### src/rtl/ascon_word_packer.sv
// ascon_word_packer
//   Width adapter between the 32-bit OBI register block and the CCW-bit ASCON
//   datapath.
//   Input path : packs 32-bit words (first word at the MSB) into CCW-bit
//                blocks and offers them to the controller.
//   Output path: buffers CCW-bit results in a circular FIFO of 32-bit words
//                and presents them one word at a time to the register block.
//   The two paths share no state and may both transfer in the same cycle.
//
// Ports
//   clk_i, rst_i (sync, active-high), flush_i (sync clear, same as reset)
//   in_data_i/in_valid_i/in_last_i/in_ready_o       : word input
//   blk_data_o/blk_words_o/blk_last_o/blk_valid_o/blk_ready_i : block output
//   res_data_i/res_words_i/res_valid_i/res_ready_o  : result input
//   out_data_o/out_valid_o/out_ready_i              : word output
//   level_o                                         : words held in the FIFO
module ascon_word_packer #(
  parameter int unsigned CCW   = 64,
  parameter int unsigned DEPTH = 4
) (
  input  logic                             clk_i,
  input  logic                             rst_i,
  input  logic                             flush_i,
  input  logic [31:0]                      in_data_i,
  input  logic                             in_valid_i,
  input  logic                             in_last_i,
  output logic                             in_ready_o,
  output logic [CCW-1:0]                   blk_data_o,
  output logic [$clog2(CCW/32+1)-1:0]      blk_words_o,
  output logic                             blk_last_o,
  output logic                             blk_valid_o,
  input  logic                             blk_ready_i,
  input  logic [CCW-1:0]                   res_data_i,
  input  logic [$clog2(CCW/32+1)-1:0]      res_words_i,
  input  logic                             res_valid_i,
  output logic                             res_ready_o,
  output logic [31:0]                      out_data_o,
  output logic                             out_valid_o,
  input  logic                             out_ready_i,
  output logic [$clog2(DEPTH+1)-1:0]       level_o
);

  localparam int unsigned W  = CCW / 32;
  localparam int unsigned WW = $clog2(W + 1);
  localparam int unsigned LW = $clog2(DEPTH + 1);
  localparam int unsigned PW = (DEPTH > 1) ? $clog2(DEPTH) : 1;

  logic clr;
  assign clr = rst_i | flush_i;

  // ---------------------------------------------------------------------------
  // Packer
  // ---------------------------------------------------------------------------
  // S_IDLE holds in_ready_o low for the first cycle after reset/flush.
  typedef enum logic [1:0] {
    S_IDLE,
    S_FILL,
    S_SEND
  } pk_state_e;

  pk_state_e      state_q, state_d;
  logic [CCW-1:0] data_q;
  logic [WW-1:0]  idx_q;
  logic [WW-1:0]  words_q;
  logic           last_q;
  logic [CCW-1:0] word_at_msb;
  logic           accept;

  assign word_at_msb = CCW'(in_data_i) << (CCW - 32);
  assign accept      = in_ready_o & in_valid_i;

  always_comb begin
    state_d     = state_q;
    in_ready_o  = 1'b0;
    blk_valid_o = 1'b0;
    unique case (state_q)
      S_IDLE: state_d = S_FILL;
      S_FILL: begin
        in_ready_o = 1'b1;
        if (in_valid_i && (in_last_i || idx_q == WW'(W - 1))) state_d = S_SEND;
      end
      S_SEND: begin
        blk_valid_o = 1'b1;
        if (blk_ready_i) state_d = S_FILL;
      end
      default: state_d = S_IDLE;
    endcase
  end

  assign blk_data_o  = blk_valid_o ? data_q  : '0;
  assign blk_words_o = blk_valid_o ? words_q : '0;
  assign blk_last_o  = blk_valid_o & last_q;

  always_ff @(posedge clk_i) begin
    if (clr) begin
      state_q <= S_IDLE;
      data_q  <= '0;
      idx_q   <= '0;
      words_q <= '0;
      last_q  <= 1'b0;
    end else begin
      state_q <= state_d;
      if (accept) begin
        // The buffer is zeroed between blocks, so OR-ing the shifted word in
        // places it and leaves the unused low words at zero.
        data_q  <= data_q | (word_at_msb >> (32 * idx_q));
        idx_q   <= idx_q + 1'b1;
        words_q <= idx_q + 1'b1;
        last_q  <= in_last_i;
      end
      if (blk_valid_o && blk_ready_i) begin
        data_q  <= '0;
        idx_q   <= '0;
        words_q <= '0;
        last_q  <= 1'b0;
      end
    end
  end

  // ---------------------------------------------------------------------------
  // Output FIFO
  // ---------------------------------------------------------------------------
  logic [31:0]   mem_q [DEPTH];
  logic [PW-1:0] wr_ptr_q, rd_ptr_q;
  logic [LW-1:0] level_q;
  logic          live_q;
  logic [WW-1:0] push_cnt;
  logic          push, pop;

  // Illegal word counts are clamped to a full block.
  always_comb begin
    push_cnt = res_words_i;
    if (res_words_i == '0 || res_words_i > WW'(W)) push_cnt = WW'(W);
  end

  assign res_ready_o = live_q && ((DEPTH - 32'(level_q)) >= W);
  assign out_valid_o = (level_q != '0);
  assign out_data_o  = out_valid_o ? mem_q[rd_ptr_q] : '0;
  assign level_o     = level_q;
  assign push        = res_valid_i & res_ready_o;
  assign pop         = out_valid_o & out_ready_i;

  always_ff @(posedge clk_i) begin
    if (clr) begin
      wr_ptr_q <= '0;
      rd_ptr_q <= '0;
      level_q  <= '0;
      live_q   <= 1'b0;
    end else begin
      live_q <= 1'b1;
      if (push) wr_ptr_q <= PW'((32'(wr_ptr_q) + 32'(push_cnt)) % DEPTH);
      if (pop)  rd_ptr_q <= PW'((32'(rd_ptr_q) + 1) % DEPTH);
      level_q <= level_q + (push ? LW'(push_cnt) : LW'(0)) - (pop ? LW'(1) : LW'(0));
    end
  end

  always_ff @(posedge clk_i) begin
    for (int unsigned i = 0; i < W; i++) begin
      if (push && i < 32'(push_cnt))
        mem_q[PW'((32'(wr_ptr_q) + i) % DEPTH)] <= res_data_i[CCW-1-32*i -: 32];
    end
  end

  a_res_words_legal : assert property (@(posedge clk_i) disable iff (clr)
    (res_valid_i && res_ready_o) |-> (res_words_i != '0 && res_words_i <= WW'(W)));

endmodule

### config.mk
export PLATFORM = sky130hd
export DESIGN_NAME = ascon_word_packer
export DESIGN_NICKNAME = d
export VERILOG_FILES = /design/src/rtl/ascon_word_packer.sv
export SDC_FILE = /design/constraint.sdc
export NUM_CORES = 1
export LEC_CHECK = 0
export ABC_AREA = 1
export CAP_MARGIN = 20
export CORE_MARGIN = 4
export CORE_UTILIZATION = 50
export DETAILED_ROUTE_END_ITERATION = 8
export PLACE_DENSITY_LB_ADDON = 0.25
export SYNTH_ARGS = -nofsm -noshare
export SYNTH_HDL_FRONTEND = slang
export SYNTH_SLANG_ARGS = --single-unit
### constraint.sdc
create_clock -name clk_i -period 5.15 [get_ports clk_i]
set_input_delay 1.03 -clock clk_i [delete_from_list [all_inputs] [get_ports clk_i]]
set_output_delay 1.03 -clock clk_i [all_outputs]
set_load 0.03 [all_outputs]
# --- Word-level counts from Yosys, hierarchy flattened ---
# Memory sizes are Yosys's and may differ from the RTL's. A register that Yosys moved wholly into a read port is not among the register bits.
# Index checks and enable logic that the tools add are counted.
word_totals:
  regBits: 77
  input_bits: 106
  latch_bits: 0
  ramBits: 128
  memories: 1
  rom_bits: 0
  out_inout_bits: 106
memory_table:
  columns: ["name", "words", "word_bits", "rd", "rd_clocked_by_memory_dff", "write_ports", "line", "text"]
  rows:
  - ["mem_q", 4, 32, 1, 1, 2, "123", "logic [31:0] mem_q [DEPTH];"]
op_classes:
  add_sub_neg: 7
  shift: 1
  eq_ne: 5
  bitwise_logic: 6
  n_reduce_logical: 12
  magnitude_cmp: 4
  n_mux: 18
  n_div: 0
  n_mul: 0
ops:
  columns: ["cell", "n"]
  rows:
  - ["two-way mux 64 bit", 1]
  - ["bitwise OR 64 bit", 1]
  - [">> shifter 64 x 7 -> 64 bit", 1]
  - [">= comparator 32 x 2 -> 1 bit, second input constant", 1]
  - ["two-way mux 32 bit", 1]
  - ["two-way mux 2 bit", 7]
  - ["two-way mux 1 bit", 8]
  - ["adder 2 x 1 -> 2 bit, second input constant", 3]
  - ["one-hot mux 2 bit (3 select lines)", 1]
  - ["logical AND 1 bit", 5]
  - ["AND 1 bit", 4]
  - ["== test 2 x 1 -> 1 bit, second input constant", 2]
  - ["logical NOT 2 bit", 2]
  - ["less-than comparator 1 x 2 -> 1 bit, first input constant", 2]
  - ["inequality test 2 bit, second input constant", 2]
  - ["subtractor 3 x 3 -> 4 bit, first input constant", 1]
  - ["adder 3 x 2 -> 3 bit", 1]
  - ["nonzero test 3 bit", 1]
  - ["subtractor 3 x 1 -> 3 bit", 1]
  - ["adder 2 bit", 1]
  - ["== test 2 bit, second input constant", 1]
  - ["greater-than comparator 2 bit, second input constant", 1]
  - ["logical OR 1 bit", 2]
  - ["AND reduction 2 bit", 1]
  - ["other kinds (2)", 2]

# --- Longest topological paths before layout ---
logic_depth:
  depth_word: 7
  ltp_mapped: 15
  depth_no_buf: 15

# --- Worst setup path before layout ---
# OpenSTA, ideal clock, no wires.
synth_timing:
  kind: "register -> register"
  start: "reg level_q[0] (netlist: level_o[0])"
  end: "mem mem_q[1][0], enable pin"
  arrival_ps: 3807
  stages_incl_launch_ff: 9
  setup_ps: 470
  required_ps: 4680
  slack_ps: 873
  cell_sequence: "dfxtp_1 inv_1 ha_1 ha_1 inv_2 nor2_1 nand2_1 nand3_2 a211oi_1"
synth_rtl:
  columns: ["element", "line", "text"]
  rows:
  - ["from (decl)", "125", "logic [LW-1:0] level_q;"]
  - ["from (signal assigned)", "153", "level_q <= level_q + (push ? LW'(push_cnt) : LW'(0)) - (pop ? LW'(1) : LW'(0));"]
  - ["to (decl)", "123", null]

==> flow_metrics.env <==
export IMPL_async_flop_share=0
export IMPL_vias=9318
export IMPL_status="completed"
export IMPL_ant_nets=0
export IMPL_die_width_um=152
export IMPL_synthSimpleGateAreaFrac=0.287
export IMPL_worst_path_most_repeated_cell="nor2_1"
export IMPL_drive_gt1_frac=0.0502
export IMPL_ir_drop_mv=0.256
export IMPL_die_area_um2=23100
export IMPL_fin_setup_tns_ns=0
export IMPL_stdcell_count=1723
export IMPL_grt_setup_unrepaired="no"
export IMPL_numCtsBuffers=22
export IMPL_syn_inst=1279
export IMPL_synth_top_area_frac=0.371
export IMPL_finClkSkew_ns=0.0129
export IMPL_tightest_slew_ns=1.07
export IMPL_end_kind="output pin"
export IMPL_grt_pass1_vias=9421
export IMPL_cts_max_level=1
export IMPL_port_buffers=211
export IMPL_drv_cap=0
export IMPL_yosysSeqAreaShare=0.523
export IMPL_synth_xor_area_share=0.00253
export IMPL_start_kind="flop"
export IMPL_rows=52
export IMPL_finalSetupViolCount=0
export IMPL_gr_total_overflow=0
export IMPL_hp_class="reg2reg"
export IMPL_initialDrtViolationCount=609
export IMPL_first_pass_iters=6
export IMPL_synth_cell_types=27
export IMPL_synth_compound_area_frac=0.0857
export IMPL_syn_nets=1394
export IMPL_crit_fanout=35
export IMPL_cts_sinks=207
export IMPL_boundaryPins=212
export IMPL_critPathMaxStageDelay_ns=0.83
export IMPL_slew_headroom=0.288
export IMPL_synth_top_family_by_area="simple AND/OR/NAND/NOR gates"
export IMPL_power_per_cell_area_nw_per_um2=293
export IMPL_path_clk_slew_ns=0.06
export IMPL_via_per_inst=5.41
export IMPL_hold_viol=0
export IMPL_ys_seq_elements=207
export IMPL_initial_utilization=0.511
export IMPL_nNetsFinal=1555
export IMPL_p_leak_nw=4.90
export IMPL_antenna_found_initial=0
export IMPL_clk_path_buf_depth=3
export IMPL_grt_max_degree=83
export IMPL_wl_per_cell_um=17.0
export IMPL_cp_arrival_ns=3.13
export IMPL_setup_ws_ns=0.994
export IMPL_synth_area_um2=10400
export IMPL_critPathKind="reg2out"
export IMPL_cts_root_buf="clkbuf_16"
export IMPL_antenna_cells=0
export IMPL_insertion_delay_ns=0.50
export IMPL_syn_avg_cell_area_um2=8.10
export IMPL_max_freq_mhz=241
export IMPL_synthMuxAreaShare=0
export IMPL_hpwl_um=17900
export IMPL_utilization=0.649
export IMPL_synth_edf_count=128
export IMPL_hold_buffers=0
export IMPL_grtUsageTotal=0.244
export IMPL_synthAdderAreaFrac=0.0116
export IMPL_fp_dieH_um=152
export IMPL_dp_cells=1686
export IMPL_yosys_area_top_type="edfxtp_1"
export IMPL_ctsResizeCount=0
export IMPL_slowest_stage="dfxtp_2"
export IMPL_design_power_total_mw=3.85
export IMPL_synth_ff_type="edfxtp_1"
export IMPL_slew_violations=0
export IMPL_period_needed_ns=4.16
export IMPL_pre_cts_ws_ns=1.26
export IMPL_grt_pass1_wl_um=47100
export IMPL_cts_tree="done"
export IMPL_routed_wl_um=29300
export IMPL_critPathRequiredTime_ns=4.12
export IMPL_coreArea_um2=20300
export IMPL_area_delta_synth_final_pct=27.0
export IMPL_post_cts_setup_buffer_count=0
export IMPL_yosys_top_cells_area="edfxtp_1 (37%), dfxtp_1 (15%), nand2_1 (10%), nand3_1 (9.7%), nor2_1 (7.5%)"
export IMPL_path_cells="buf_4, nor2_1, nor2_1, o21ai_0, a21oi_1, clkdlybuf4s50_1"
export IMPL_ys_warnings_count=0
export IMPL_drc=0
export IMPL_finalCritPeriodShare=0.807
export IMPL_place_gp_congestion=0.782
cell usage in the layout (no fill, tap or decap), types with 2 or more instances in the layout:
cell,instances
nor2_1,203
clkdlybuf4s50_1,211
clkinv_1,2
dfxtp_1,78
inv_1,89
clkbuf_1,8
clkinv_2,2
nand3_1,201
o21ai_0,46
nor2_2,4
nand4_4,4
o21ai_1,21
buf_16,2
edfxtp_1,128
clkbuf_16,23
nand2_1,275
buf_4,14
ha_1,8
xor2_1,2
nor2_4,5
inv_2,7
a21oi_1,104
clkbuf_8,3
o21ai_4,2
final cells by class:
class / instances / area, um^2
fillers: 1741 / 7130
flip-flops and latches: 207 / 5430
multi-input cells: 884 / 4080
repair buffers: 228 / 2290
clock buffers: 34 / 647
inverters: 97 / 364
well taps: 270 / 338
clock inverters: 3 / 13.8
synth_stat cells, drive strengths merged, types with 2 or more instances:
master,count
a21oi,104
nand4,4
ha,8
nand3,202
xor2,2
nor2,213
nand2,277
clkbuf,39
dfxtp,79
o21ai,69
edfxtp,128
buf,52
a211oi,2
inv,96
kinds of logic after synthesis:
logic type | count (synthesis)
adders and majority gates | 9
DFF | 207
xor gates and xnor gates | 3
and+or+nand+nor | 696
buffers and inverters | 188
AOI/OAI and AO/OA | 176
layer usage:
metal / global-route usage / part of all wire
met3: 0.0836 / 0.12
met1: 0.278 / 0.37
met4: 0.0890 / 0.026
met5: 0 / 0
met2: 0.427 / 0.49
per-stage QoR:
step                      hold slack [ns]  cell area [um^2]
after detailed placement            0.449             12500
after global placement              0.443             12400
after global routing                0.475             13200
after floorplan                     0.436             10400
after CTS                           0.458             13200
final                               0.453             13200
final timing paths:
check | from | end | slack (ns) | cells past startpoint
worst max register to register | wr_ptr_q[1] | mem_q[3][12] | 1.91 | 5
worst min register to register | data_q[51] | data_q[51] | 0.45 | 2
worst max-delay path | flop | out_data_o[10] | 0.99 | 6
worst min-delay path | data_q[51] | data_q[51] | 0.45 | 2
critical path: cells and delay by family, from the launching register on:
| kind | cells | cell delay [ns] |
|---|---|---|
| AO/OA/AOI/OAI | 2 | 0.40 |
| flip-flops | 1 | 0.83 |
| AND/OR/NAND/NOR | 2 | 0.18 |
| buffers and inverters | 2 | 1.21 |
report_power, final:
group	internal (mW)	total, mW	switching (mW)
clock network	0.857	1.48	0.619
logic	0.216	0.565	0.349
registers	1.80	1.81	0.0156
registers in the layout, summed over array words and instances (netlist names), named ones only:
name / flops
live_q: 1
wr_ptr_q: 2
state_q: 2
words_q: 2
rd_ptr_q: 2
data_q: 64
mem_q: 128
last_q: 1
level_o: 3
Note: power is estimated with default switching activity, not from simulation.
